<file path="config.mk">
export PLATFORM = sky130hd
export DESIGN_NAME = serdes_tx_cc_flat
export DESIGN_NICKNAME = d
export VERILOG_FILES = /design/src/rtl/serdes_tx_pkg.sv /design/src/rtl/serdes_tx_cc_if.sv /design/src/rtl/serdes_tx_fifo.sv /design/src/rtl/serdes_tx_cc.sv /design/src/flat_wrapper.sv
export SDC_FILE = /design/constraint.sdc
export NUM_CORES = 1
export LEC_CHECK = 0
export CAP_MARGIN = 20
export CORE_MARGIN = 1.5
export CORE_UTILIZATION = 51
export CTS_CLUSTER_DIAMETER = 200
export DETAILED_ROUTE_END_ITERATION = 10
export DONT_BUFFER_PORTS = 1
export GPL_TIMING_DRIVEN = 0
export PLACE_DENSITY = 0.69
export SLEW_MARGIN = 10
export SYNTH_ARGS = -nofsm -noshare
export SYNTH_HDL_FRONTEND = slang
export SYNTH_SLANG_ARGS = --single-unit
export TNS_END_PERCENT = 5
</file>
<file path="constraint.sdc">
create_clock -name dsp_clk -period 4.05 [get_ports dsp_clk]
set_input_delay 0.81 -clock dsp_clk [delete_from_list [all_inputs] [get_ports dsp_clk]]
set_output_delay 0.81 -clock dsp_clk [all_outputs]
set_load 0.02 [all_outputs]
</file>
<file path="src/rtl/serdes_tx_pkg.sv">
// Shared constants, state encoding and helpers for the second-generation SERDES transmit front end.
package serdes_tx_pkg;

    localparam logic [7:0] K28_1      = 8'h3C;
    localparam logic [7:0] K23_7      = 8'hF7;
    localparam int         IDLE_CNT_W = 16;

    typedef enum logic [1:0] {
        OFF  = 2'd0,
        DATA = 2'd1,
        CC   = 2'd2
    } tx_state_e;

    function automatic logic [IDLE_CNT_W-1:0] sat_inc(input logic [IDLE_CNT_W-1:0] v);
        if (v == {IDLE_CNT_W{1'b1}}) begin
            return v;
        end else begin
            return v + IDLE_CNT_W'(1);
        end
    endfunction

endpackage

</file>
<file path="src/rtl/serdes_tx_cc_if.sv">
// Producer-side request/flag bundle and SERDES-side output bundle of serdes_tx_cc.
interface serdes_tx_cc_if
    import serdes_tx_pkg::*;
#(
    parameter int unsigned NBYTES = 2,
    parameter int unsigned CNT_W  = 2
);
    logic [8*NBYTES-1:0]   tx_dat_i;
    logic [NBYTES-1:0]     tx_k_i;
    logic                  tx_en;
    logic                  tx_rdy;
    logic                  link_en;
    logic                  stat_clr;
    logic [8*NBYTES-1:0]   ser_t;
    logic [NBYTES-1:0]     ser_tk;
    logic [CNT_W:0]        fifo_level;
    logic                  cc_active;
    logic                  overflow;
    logic [IDLE_CNT_W-1:0] idle_cnt;

    modport master (
        output tx_dat_i, tx_k_i, tx_en, link_en, stat_clr,
        input  tx_rdy, ser_t, ser_tk, fifo_level, cc_active, overflow, idle_cnt
    );

    modport slave (
        input  tx_dat_i, tx_k_i, tx_en, link_en, stat_clr,
        output tx_rdy, ser_t, ser_tk, fifo_level, cc_active, overflow, idle_cnt
    );
endinterface

</file>
<file path="src/rtl/serdes_tx_fifo.sv">
// Synchronous FIFO buffering {K, data} entries ahead of the SERDES output mux.
module serdes_tx_fifo #(
    parameter int unsigned W     = 18,
    parameter int unsigned DEPTH = 4,
    parameter int unsigned CNT_W = 2
) (
    input  logic           clk,
    input  logic           rst_n,
    input  logic           enq_i,
    input  logic [W-1:0]   enq_data_i,
    input  logic           deq_i,
    output logic           full_n_o,
    output logic           empty_n_o,
    output logic [CNT_W:0] level_o,
    output logic [W-1:0]   head_o
);
    localparam int unsigned LW = CNT_W + 1;
    localparam logic [CNT_W:0] FULL_LVL = LW'(DEPTH);

    logic [W-1:0]     mem_q [DEPTH];
    logic [CNT_W-1:0] wr_q;
    logic [CNT_W-1:0] rd_q;
    logic [CNT_W:0]   cnt_q;
    logic             wr_s;
    logic             rd_s;

    assign full_n_o  = (cnt_q != FULL_LVL);
    assign empty_n_o = (cnt_q != '0);
    assign level_o   = cnt_q;
    assign head_o    = mem_q[rd_q];
    assign wr_s      = enq_i & full_n_o;
    assign rd_s      = deq_i & empty_n_o;

    // Storage array; stale entries are unreachable once the pointers reset.
    always_ff @(posedge clk) begin
        if (wr_s) begin
            mem_q[wr_q] <= enq_data_i;
        end
    end

    // Pointers wrap naturally because DEPTH is a power of two.
    always_ff @(posedge clk or negedge rst_n) begin
        if (!rst_n) begin
            wr_q  <= '0;
            rd_q  <= '0;
            cnt_q <= '0;
        end else begin
            if (wr_s) begin
                wr_q <= wr_q + CNT_W'(1);
            end
            if (rd_s) begin
                rd_q <= rd_q + CNT_W'(1);
            end
            case ({wr_s, rd_s})
                2'b10:   cnt_q <= cnt_q + LW'(1);
                2'b01:   cnt_q <= cnt_q - LW'(1);
                default: cnt_q <= cnt_q;
            endcase
        end
    end

endmodule

</file>
<file path="src/rtl/serdes_tx_cc.sv">
// SERDES transmit front end: FIFO-buffered data, idle commas when starved or disabled,
// and periodic clock-correction bursts, all on registered outputs.
module serdes_tx_cc
    import serdes_tx_pkg::*;
#(
    parameter int unsigned         NBYTES     = 2,
    parameter int unsigned         FIFO_DEPTH = 4,
    parameter int unsigned         CNT_W      = 2,
    parameter logic [8*NBYTES-1:0] IDLE_WORD  = {NBYTES{K28_1}},
    parameter logic [8*NBYTES-1:0] CC_WORD    = {NBYTES{K23_7}},
    parameter int unsigned         CC_PERIOD  = 5000,
    parameter int unsigned         CC_LEN     = 2
) (
    input  logic          dsp_clk,
    input  logic          dsp_rst_n,
    output logic          ser_tx_clk,
    serdes_tx_cc_if.slave bus
);
    localparam int unsigned DW    = 8 * NBYTES;
    localparam int unsigned FW    = 9 * NBYTES;
    localparam int unsigned TMR_W = (CC_PERIOD > 1) ? $clog2(CC_PERIOD) : 1;
    localparam int unsigned CCN_W = (CC_LEN > 1) ? $clog2(CC_LEN) : 1;
    localparam logic [TMR_W-1:0] TMR_LAST = TMR_W'(CC_PERIOD - 1);
    localparam logic [CCN_W-1:0] CCN_LAST = CCN_W'(CC_LEN - 1);

    logic                  full_n_s;
    logic                  empty_n_s;
    logic [CNT_W:0]        level_s;
    logic [FW-1:0]         head_s;
    logic                  deq_s;
    logic                  idle_ev_s;

    tx_state_e             state_q, state_d;
    logic [TMR_W-1:0]      tmr_q, tmr_d;
    logic [CCN_W-1:0]      ccn_q, ccn_d;
    logic [DW-1:0]         ser_t_q, ser_t_d;
    logic [NBYTES-1:0]     ser_tk_q, ser_tk_d;
    logic                  cc_q, cc_d;
    logic                  ovf_q, ovf_d;
    logic [IDLE_CNT_W-1:0] idle_q, idle_d;

    serdes_tx_fifo #(
        .W     (FW),
        .DEPTH (FIFO_DEPTH),
        .CNT_W (CNT_W)
    ) u_fifo (
        .clk        (dsp_clk),
        .rst_n      (dsp_rst_n),
        .enq_i      (bus.tx_en),
        .enq_data_i ({bus.tx_k_i, bus.tx_dat_i}),
        .deq_i      (deq_s),
        .full_n_o   (full_n_s),
        .empty_n_o  (empty_n_s),
        .level_o    (level_s),
        .head_o     (head_s)
    );

    assign ser_tx_clk     = dsp_clk;
    assign bus.tx_rdy     = full_n_s;
    assign bus.fifo_level = level_s;
    assign bus.ser_t      = ser_t_q;
    assign bus.ser_tk     = ser_tk_q;
    assign bus.cc_active  = cc_q;
    assign bus.overflow   = ovf_q;
    assign bus.idle_cnt   = idle_q;

    // Next state, CC timer and output word; a low link_en overrides every state, even mid-burst.
    always_comb begin
        state_d   = state_q;
        tmr_d     = tmr_q;
        ccn_d     = ccn_q;
        ser_t_d   = IDLE_WORD;
        ser_tk_d  = {NBYTES{1'b1}};
        cc_d      = 1'b0;
        deq_s     = 1'b0;
        idle_ev_s = 1'b0;
        if (!bus.link_en) begin
            state_d = OFF;
            tmr_d   = '0;
            ccn_d   = '0;
        end else begin
            case (state_q)
                OFF: begin
                    state_d = DATA;
                    tmr_d   = '0;
                end
                DATA: begin
                    if (empty_n_s) begin
                        ser_t_d  = head_s[DW-1:0];
                        ser_tk_d = head_s[FW-1:DW];
                        deq_s    = 1'b1;
                    end else begin
                        idle_ev_s = 1'b1;
                    end
                    if (tmr_q == TMR_LAST) begin
                        state_d = CC;
                        tmr_d   = '0;
                        ccn_d   = '0;
                    end else begin
                        tmr_d = tmr_q + TMR_W'(1);
                    end
                end
                CC: begin
                    ser_t_d = CC_WORD;
                    cc_d    = 1'b1;
                    if (ccn_q == CCN_LAST) begin
                        state_d = DATA;
                        ccn_d   = '0;
                    end else begin
                        ccn_d = ccn_q + CCN_W'(1);
                    end
                end
                default: begin
                    state_d = OFF;
                    tmr_d   = '0;
                    ccn_d   = '0;
                end
            endcase
        end
    end

    // Statistics; stat_clr beats a coincident set or increment.
    always_comb begin
        if (bus.stat_clr) begin
            ovf_d  = 1'b0;
            idle_d = '0;
        end else begin
            ovf_d = ovf_q | (bus.tx_en & ~full_n_s);
            if (idle_ev_s) begin
                idle_d = sat_inc(idle_q);
            end else begin
                idle_d = idle_q;
            end
        end
    end

    // FSM state and all registered outputs.
    always_ff @(posedge dsp_clk or negedge dsp_rst_n) begin
        if (!dsp_rst_n) begin
            state_q  <= OFF;
            tmr_q    <= '0;
            ccn_q    <= '0;
            ser_t_q  <= IDLE_WORD;
            ser_tk_q <= {NBYTES{1'b1}};
            cc_q     <= 1'b0;
            ovf_q    <= 1'b0;
            idle_q   <= '0;
        end else begin
            state_q  <= state_d;
            tmr_q    <= tmr_d;
            ccn_q    <= ccn_d;
            ser_t_q  <= ser_t_d;
            ser_tk_q <= ser_tk_d;
            cc_q     <= cc_d;
            ovf_q    <= ovf_d;
            idle_q   <= idle_d;
        end
    end

endmodule

</file>
<file path="src/flat_wrapper.sv">
// flat-port wrapper written by rule: the top's interface ports become plain ports
module serdes_tx_cc_flat import serdes_tx_pkg::*;
#(
    parameter int unsigned         NBYTES     = 2,
    parameter int unsigned         FIFO_DEPTH = 4,
    parameter int unsigned         CNT_W      = 2,
    parameter logic [8*NBYTES-1:0] IDLE_WORD  = {NBYTES{K28_1}},
    parameter logic [8*NBYTES-1:0] CC_WORD    = {NBYTES{K23_7}},
    parameter int unsigned         CC_PERIOD  = 5000,
    parameter int unsigned         CC_LEN     = 2
)
  (dsp_clk, dsp_rst_n, ser_tx_clk, bus_tx_dat_i, bus_tx_k_i, bus_tx_en, bus_link_en, bus_stat_clr, bus_tx_rdy, bus_ser_t, bus_ser_tk, bus_fifo_level, bus_cc_active, bus_overflow, bus_idle_cnt);
  serdes_tx_cc_if #(.NBYTES(NBYTES), .CNT_W(CNT_W)) bus_i ();
  input  logic dsp_clk;
  input  logic dsp_rst_n;
  output logic ser_tx_clk;
  input wire logic [$bits(bus_i.tx_dat_i)-1:0] bus_tx_dat_i;
  input wire logic [$bits(bus_i.tx_k_i)-1:0] bus_tx_k_i;
  input wire logic [$bits(bus_i.tx_en)-1:0] bus_tx_en;
  input wire logic [$bits(bus_i.link_en)-1:0] bus_link_en;
  input wire logic [$bits(bus_i.stat_clr)-1:0] bus_stat_clr;
  output wire logic [$bits(bus_i.tx_rdy)-1:0] bus_tx_rdy;
  output wire logic [$bits(bus_i.ser_t)-1:0] bus_ser_t;
  output wire logic [$bits(bus_i.ser_tk)-1:0] bus_ser_tk;
  output wire logic [$bits(bus_i.fifo_level)-1:0] bus_fifo_level;
  output wire logic [$bits(bus_i.cc_active)-1:0] bus_cc_active;
  output wire logic [$bits(bus_i.overflow)-1:0] bus_overflow;
  output wire logic [$bits(bus_i.idle_cnt)-1:0] bus_idle_cnt;
  assign bus_i.tx_dat_i = bus_tx_dat_i;
  assign bus_i.tx_k_i = bus_tx_k_i;
  assign bus_i.tx_en = bus_tx_en;
  assign bus_i.link_en = bus_link_en;
  assign bus_i.stat_clr = bus_stat_clr;
  assign bus_tx_rdy = bus_i.tx_rdy;
  assign bus_ser_t = bus_i.ser_t;
  assign bus_ser_tk = bus_i.ser_tk;
  assign bus_fifo_level = bus_i.fifo_level;
  assign bus_cc_active = bus_i.cc_active;
  assign bus_overflow = bus_i.overflow;
  assign bus_idle_cnt = bus_i.idle_cnt;
  serdes_tx_cc #(.NBYTES(NBYTES), .FIFO_DEPTH(FIFO_DEPTH), .CNT_W(CNT_W), .IDLE_WORD(IDLE_WORD), .CC_WORD(CC_WORD), .CC_PERIOD(CC_PERIOD), .CC_LEN(CC_LEN)) u_core (.dsp_clk(dsp_clk), .dsp_rst_n(dsp_rst_n), .ser_tx_clk(ser_tx_clk), .bus(bus_i));
endmodule
</file>
==> run summary, run 1 <==
Gr usage total: 21.1%
Worst path bufs/invs: 3
Vias in the first global route: 3465
Slew Limit Fails: 0
Total Wirelength: 10.8 mm
Asr flop ratio synth: 45.0%
Largest net degree at the start of global routing: 50
Min-delay worst type: in -> async
Critical path's slowest cell: buf_4
Syn nets: 430
MaxCap Viol Count: 0
Die ar.: 0.0115 mm^2
Area grow syn2layout: 15.5%
GRT overflow: 0
Clock slew at reported path FFs: 0.05 ns
Sequential area share after synthesis: 65.9%
Post-Synth Adder-Cell Area: 2.62%
Clk_lat worst skew: 0.63 ns
Post-synth top area cell: edfxtp_1
Clock skew: 0.00468 ns
Pwr dens: 701 mW/mm^2
Design area: 0.00640 mm^2
Initial core utilization: 53.2%
CP required: 3.24 ns
CTS resizes: 0
Leak: 2.32 nW
Multi-input combinational cell area: 0.00177 mm^2
Status: completed
Crit path cell chain: clkbuf_8 -> clkbuf_8 -> buf_4
Post-route insts no fill: 570
Synth unique cells: 45
Global-route wire length before repair: 17.9 mm
Crit path top cell by count: clkbuf_8
TritonCTS clock tree: done
Unrepaired setup endpoints after global routing: no
Simple-gate share of the synthesized area: 12.2%
Crit. End Element: output pin
Top cells by area, synth: edfxtp_1, dfrtp_1, mux4_2
Final #Nets: 455
DR WL/cell: 19.0 um
Post-synth top area share: 39.0%
Post-DP HPWL: 6.79 mm
Die width: 107 um
First DRT Iteration DRCs: 179
XOR/XNOR Fraction of Synth Area: 2.06%
Reg area: 0.00365 mm^2
R2R setup slack: 0.90 ns
Compound-Gate Fraction of Synth Area: 6.89%
Routability congestion estimate: 0.797
FP Rows: 37
Core ar.: 0.0104 mm^2
Syn. warnings: 0
Placed insts: 532
CP delay by family, top: buffers and inverters
Vias per cell: 5.87
# setup viols final: 0
TritonRoute pass-1 iters: 4
CP arrival: 2.40 ns
Final WS setup: 0.842 ns
Crit path kind: clk -> out
Setup_tns: 0 ns
Max-slew headroom: 31.8%
DIE HEIGHT: 107 um
Vias: 3348
Actual slew at the worst max-slew pin: 1.01 ns
Max stage delay on crit path: 0.15 ns
Yosys reg bits: 131
Share of layout cells above drive strength 1: 16.8%
Cells after Synth: 396
# IOs: 64
Cell Area, Placed: 0.00571 mm^2
Fillers: 802
Place WS: 0.863 ns
Largest family of logic cells by synthesized area: simple AND/OR/NAND/NOR gates
Post-CTS Setup Bufs: 0
Primary FF master, synth: edfxtp_1
Minimum hold slack: 0.0232 ns
Syn Area/Cell: 14.0 um^2
CP startpoint kind: clock port
Post-route ant nets: 0
Initial antenna violation count: 0
Synth Cell Area: 0.00554 mm^2
Post-synth EDFFs: 72
# diodes: 0
CP max FO: 2
Hold Buf Count CTS: 3
Buffers on Ports: 0
Drt drc: 0
VDD IR-drop max: 0.000524 V
Final hold violations: 0
Mux cell area share after synthesis: 8.29%
worst paths after layout:
kind	startpoint	endpoint	cells after the start
max in group asynchronous	dsp_rst_n	u_core.bus.ser_t[12]$_DFF_PN1_	1
min	dsp_rst_n	u_core.bus.ser_tk[1]$_DFF_PN1_	0
min in group dsp_clk	bus_tx_dat_i[1]	u_core.u_fifo.mem_q[1][1]$_DFFE_PP_	0
max	dsp_clk	ser_tx_clk	3
min reg2reg	u_core.tmr_q[0]$_DFFE_PN0N_	u_core.tmr_q[0]$_DFFE_PN0N_	1
max reg2reg	u_core.state_q[1]$_DFFE_PN0P_	u_core.u_fifo.level_o[2]$_DFFE_PN0P_	13
cell usage after synthesis, types with 2 or more instances:
| cell | number |
|---|---|
| mux2_2 | 3 |
| xnor2_1 | 9 |
| ha_1 | 10 |
| nand3_1 | 12 |
| nor3_1 | 9 |
| mux4_2 | 18 |
| xor2_1 | 4 |
| a31oi_1 | 6 |
| or3_1 | 4 |
| o31ai_1 | 9 |
| o21ai_0 | 13 |
| o21ba_2 | 2 |
| or2_2 | 2 |
| mux2i_1 | 2 |
| a21oi_1 | 21 |
| inv_1 | 13 |
| nand2_1 | 31 |
| or4b_2 | 2 |
| clkbuf_1 | 14 |
| nor4b_1 | 3 |
| edfxtp_1 | 72 |
| dfstp_2 | 10 |
| dfrtp_1 | 49 |
| nor2b_1 | 3 |
| or4_1 | 10 |
| nand4_1 | 11 |
| and3_1 | 5 |
| nor2_1 | 25 |
| and4_1 | 4 |
| nor4_1 | 5 |
flip-flops by register name, indices dropped and copies added (netlist names):
register and count:
u_core.u_fifo.mem_q 72, u_core.bus.idle_cnt 16, u_core.bus.ser_t 16, u_core.tmr_q 13, u_core.u_fifo.level_o 3, u_core.bus.ser_tk 2, u_core.state_q 2, u_core.u_fifo.rd_q 2
u_core.u_fifo.wr_q 2, u_core.bus.cc_active 1, u_core.bus.overflow 1, u_core.ccn_q 1
cells in the final DEF (no fill, tap or decap), types with 5 or more instances in the layout:
master / n
edfxtp_1: 72
ha_1: 10
xnor2_1: 9
dfrtp_1: 49
dfstp_2: 10
o21ai_0: 13
nor2_1: 25
inv_1: 13
clkbuf_16: 16
nor4_1: 5
mux4_2: 18
a31oi_1: 6
nor3_1: 9
nand2_1: 31
or4_1: 10
a21oi_1: 21
o31ai_1: 9
and3_1: 5
nand4_1: 11
nand3_1: 12
clkbuf_1: 14
where the power goes:
group | switching, mW | total (mW) | internal [mW]
sequential | 0.209 | 1.93 | 1.72
combinational | 0.536 | 0.904 | 0.368
clock | 0.588 | 1.66 | 1.07
cell families (layout without fill, tap and decap cells):
kind of cell             Yosys count  count (layout)
AO/OA/AOI/OAI                     61              61
multiplexers                      23              23
flip-flops                       131             131
XOR/XNOR                          13              13
buffers and inverters             29              67
adder cells (fa/ha/maj)           11              11
AND/OR/NAND/NOR                  128             128
area by class of cell:
| type | count | area share, % |
|---|---|---|
| clock buffers | 20 | 7.12 |
| flip-flops and latches | 131 | 57.0 |
| repair buffers | 3 | 0.743 |
| well taps | 136 | 2.66 |
| plain buffers | 16 | 1.02 |
| multi-input cells | 236 | 27.7 |
| clock inverters | 15 | 2.93 |
| inverters | 13 | 0.762 |
per-stage QoR:
step                power [mW]  utilization (%)
floorplan                 2.63                -
global placement          2.85             54.8
detailed placement        2.88             54.8
CTS                       4.53             61.4
global route              4.70             61.4
finish                    4.49             61.4
routing by layer:
| layer | vias up | routed length, um | global-route usage (%) |
|---|---|---|---|
| met2 | 83 | 5060 | 32.3 |
| met5 | - | 0 | 0 |
| li1 | 1572 | - | - |
| met4 | 0 | 226 | 10.2 |
| met3 | 21 | 578 | 6.63 |
| met1 | 1672 | 4950 | 27.5 |
No activity file was read; power rests on OpenSTA's default activity.
==> run 2: changes to the inputs <==
--- a/config.mk
+++ b/config.mk
@@ -12,7 +12,7 @@
 export DETAILED_ROUTE_END_ITERATION = 10
 export DONT_BUFFER_PORTS = 1
 export GPL_TIMING_DRIVEN = 0
-export PLACE_DENSITY = 0.69
+export PLACE_DENSITY = 0.72
 export SLEW_MARGIN = 10
 export SYNTH_ARGS = -nofsm -noshare
 export SYNTH_HDL_FRONTEND = slang
==> constraint.sdc (replaced) <==
create_clock -name dsp_clk -period 2.6 [get_ports dsp_clk]
set_input_delay 0.52 -clock dsp_clk [delete_from_list [all_inputs] [get_ports dsp_clk]]
set_output_delay 0.52 -clock dsp_clk [all_outputs]
set_load 0.02 [all_outputs]
==> run 2 against run 1 <==
  * Via count grew 4.9%
  * Count of clock-buffer cells in the layout rose by 3
  * First-iteration DRC count rose by 42%
  * Routed wire length up 2.3%
  * Critical path type is now reg -> reg
==> run summary, run 2 (synthesis results as in run 1) <==
Status: completed
Die ar.: 0.0115 mm^2 (unchanged)
Max-slew headroom: 35.3% (+3.5 points)
Crit path cell chain: inv_1 -> ha_1 -> and2_0 -> clkbuf_1 -> nand2_1 -> clkbuf_1 -> nor4_2 -> mux2_2
Vias per cell: 5.97 (+1.7%)
R2R setup slack: 0.19 ns (-0.71 ns)
# IOs: 64 (unchanged)
Met3 Use GR: 7.54% (+0.91 points)
Setup_tns: 0 ns (unchanged)
Crit share post-route: 92.9%
Core ar.: 0.0104 mm^2 (unchanged)
Largest Register: u_core.u_fifo.mem_q
Post-route ant nets: 0 (unchanged)
CP max FO: 10 (+8)
Met1 Track Usage GR: 27.4% (-0.079 points)
Clock slew at reported path FFs: 0.06 ns (about the same)
Total Wirelength: 11.1 mm (+2.3%)
Die width: 107 um (unchanged)
Area grow syn2layout: 18.6%
Sequential Power Share: 43.7% (+0.8 points)
Leak: 2.37 nW (+2.4%)
Max FFs per register: 72 (unchanged)
Drt drc: 0 (unchanged)
Cell Area, Placed: 0.00571 mm^2 (unchanged)
Vias in the first global route: 3633 (+4.8%)
# diodes: 0 (unchanged)
Max frequency: 0.414 GHz
Sw Ratio: 31.0% (+1.3 points)
First DRT Iteration DRCs: 254 (+42%)
Crit path top cell by count: clkbuf_1
Initial core utilization: 53.2% (unchanged)
Crit. End Element: flip-flop
Design area: 0.00657 mm^2 (+2.6%)
Worst path bufs/invs: 3 (unchanged)
Top Usage Layer GRT: met2
TritonCTS clock tree: done
Commonest non-fill, non-tap cell in the layout: edfxtp_1
Post-DP HPWL: 6.88 mm (+1.4%)
Buffers on Ports: 0 (unchanged)
# setup viols final: 0 (unchanged)
DIE HEIGHT: 107 um (unchanged)
GRT overflow: 0 (unchanged)
Unrepaired setup endpoints after global routing: yes
VDD IR-drop max: 0.000677 V (+29%)
Minimum hold slack: 0.0683 ns (+0.0452 ns)
TritonRoute pass-1 iters: 4 (unchanged)
MaxCap Viol Count: 0 (unchanged)
FP Rows: 37 (unchanged)
Critical path's slowest cell: dfrtp_1
Max stage delay on crit path: 0.41 ns (+0.26 ns)
Psw: 2.14 mW (+61%)
Final hold violations: 0 (unchanged)
Initial antenna violation count: 0 (unchanged)
CP required: 3.12 ns (-0.12 ns)
Gr usage total: 21.5% (+0.42 points)
Routability congestion estimate: 0.834 (+4.7%)
CP startpoint kind: flip-flop
Share of layout cells above drive strength 1: 17.5% (+0.66 points)
Largest net degree at the start of global routing: 60 (+20%)
Commonest non-fill, non-tap cells in the layout: edfxtp_1, dfrtp_1, nand2_1
Post-layout min period: 2.41 ns
Crit path kind: reg -> reg
Final #Nets: 473 (+4.0%)
CP arrival: 2.94 ns (+0.54 ns)
DR WL/cell: 18.8 um (-0.83%)
Slew Limit Fails: 0 (unchanged)
Pwr dens: 1050 mW/mm^2 (+50%)
Actual slew at the worst max-slew pin: 0.970 ns (-0.0449 ns)
Internal power: 4.78 mW (+52%)
M2 GR Usage: 33.0% (+0.77 points)
Global-route wire length before repair: 18.3 mm (+2.5%)
Clock share of power: 34.7% (-2.2 points)
Vias: 3513 (+4.9%)
Min-delay worst type: in -> reg
Clk_lat worst skew: 0.64 ns (about the same)
CP delay by family, top: simple AND/OR/NAND/NOR gates
Design Power: 6.93 mW (+54%)
Combinational power share: 21.6% (+1.5 points)
Clock skew: 0.00758 ns (+0.00290 ns)
[run 2: cell count changes in the layout (fill, tap and decap cells not counted), sizes merged]
cell         change
dlygate4sd3     +17
clkinvlp         +3
buf              +2
bufinv           -2
clkbuf           +2
clkinv           -2
inv              -2
[run 2: path summary, 6_finish.rpt]
check	from	end	cells past startpoint
setup / recovery	u_core.state_q[1]$_DFFE_PN0P_	u_core.bus.idle_cnt[13]$_DFFE_PN0P_	8
hold / removal	bus_tx_en	u_core.bus.overflow$_DFF_PN0_	2
setup reg to reg	u_core.state_q[1]$_DFFE_PN0P_	u_core.bus.idle_cnt[13]$_DFFE_PN0P_	8
hold reg to reg	u_core.tmr_q[0]$_DFFE_PN0N_	u_core.tmr_q[0]$_DFFE_PN0N_	1
max in group asynchronous	dsp_rst_n	u_core.bus.ser_t[12]$_DFF_PN1_	2
min in group asynchronous	dsp_rst_n	u_core.bus.cc_active$_DFF_PN0_	2
[run 2: final cells by class]
| type | instances | area (um^2) |
|---|---|---|
| Multi-Input combinational cell | 236 | 1800 |
| Clock inverter | 12 | 135 |
| Timing Repair Buffer | 21 | 225 |
| Clock buffer | 23 | 467 |
| Buffer | 16 | 72.6 |
| Tap cell | 136 | 170 |
| Sequential cell | 131 | 3650 |
| Inverter | 13 | 48.8 |
| Fill cell | 770 | 3850 |
[run 2: power groups by stage]
stage          Combinational, mW  Clock (mW)  Sequential (mW)
5_1_grt                     1.68        2.54             3.07
6_report                    1.50        2.40             3.02
2_1_floorplan               1.08      0.0449             2.98
4_1_cts                     1.51        2.45             3.03
3_3_place_gp                1.37      0.0449             3.02
3_5_place_dp                1.41      0.0449             3.05
[run 2: through the flow]
step	utilization [%]	worst slack [ns]	cells
6_report	63.1	0.186	588
5_1_grt	63.1	0.00295	588
4_1_cts	62.9	0.0868	588
3_5_place_dp	54.8	-0.660	532
3_3_place_gp	54.8	-0.535	532
2_1_floorplan	-	0.0339	396
[run 2: routing by layer]
metal  part of all wire (%)  vias up  routed length (um)
met5                      0        -                   0
met3                    7.3       17                 803
met4                    1.8        0                 203
li1                       -     1602                   -
met2                     50      138                5500
met1                     41     1756                4560
[run 2: what timing repair did]
| item | 4_1_cts | 5_1_grt |
|---|---|---|
| hold endpoints to repair | 131 | 0 |
| buffers inserted | 1 | 0 |
| pin swaps | 1 | 0 |
| setup endpoints to repair | 6 | 2 |
| hold buffers | 20 | 0 |
| resized for setup | 5 | 5 |
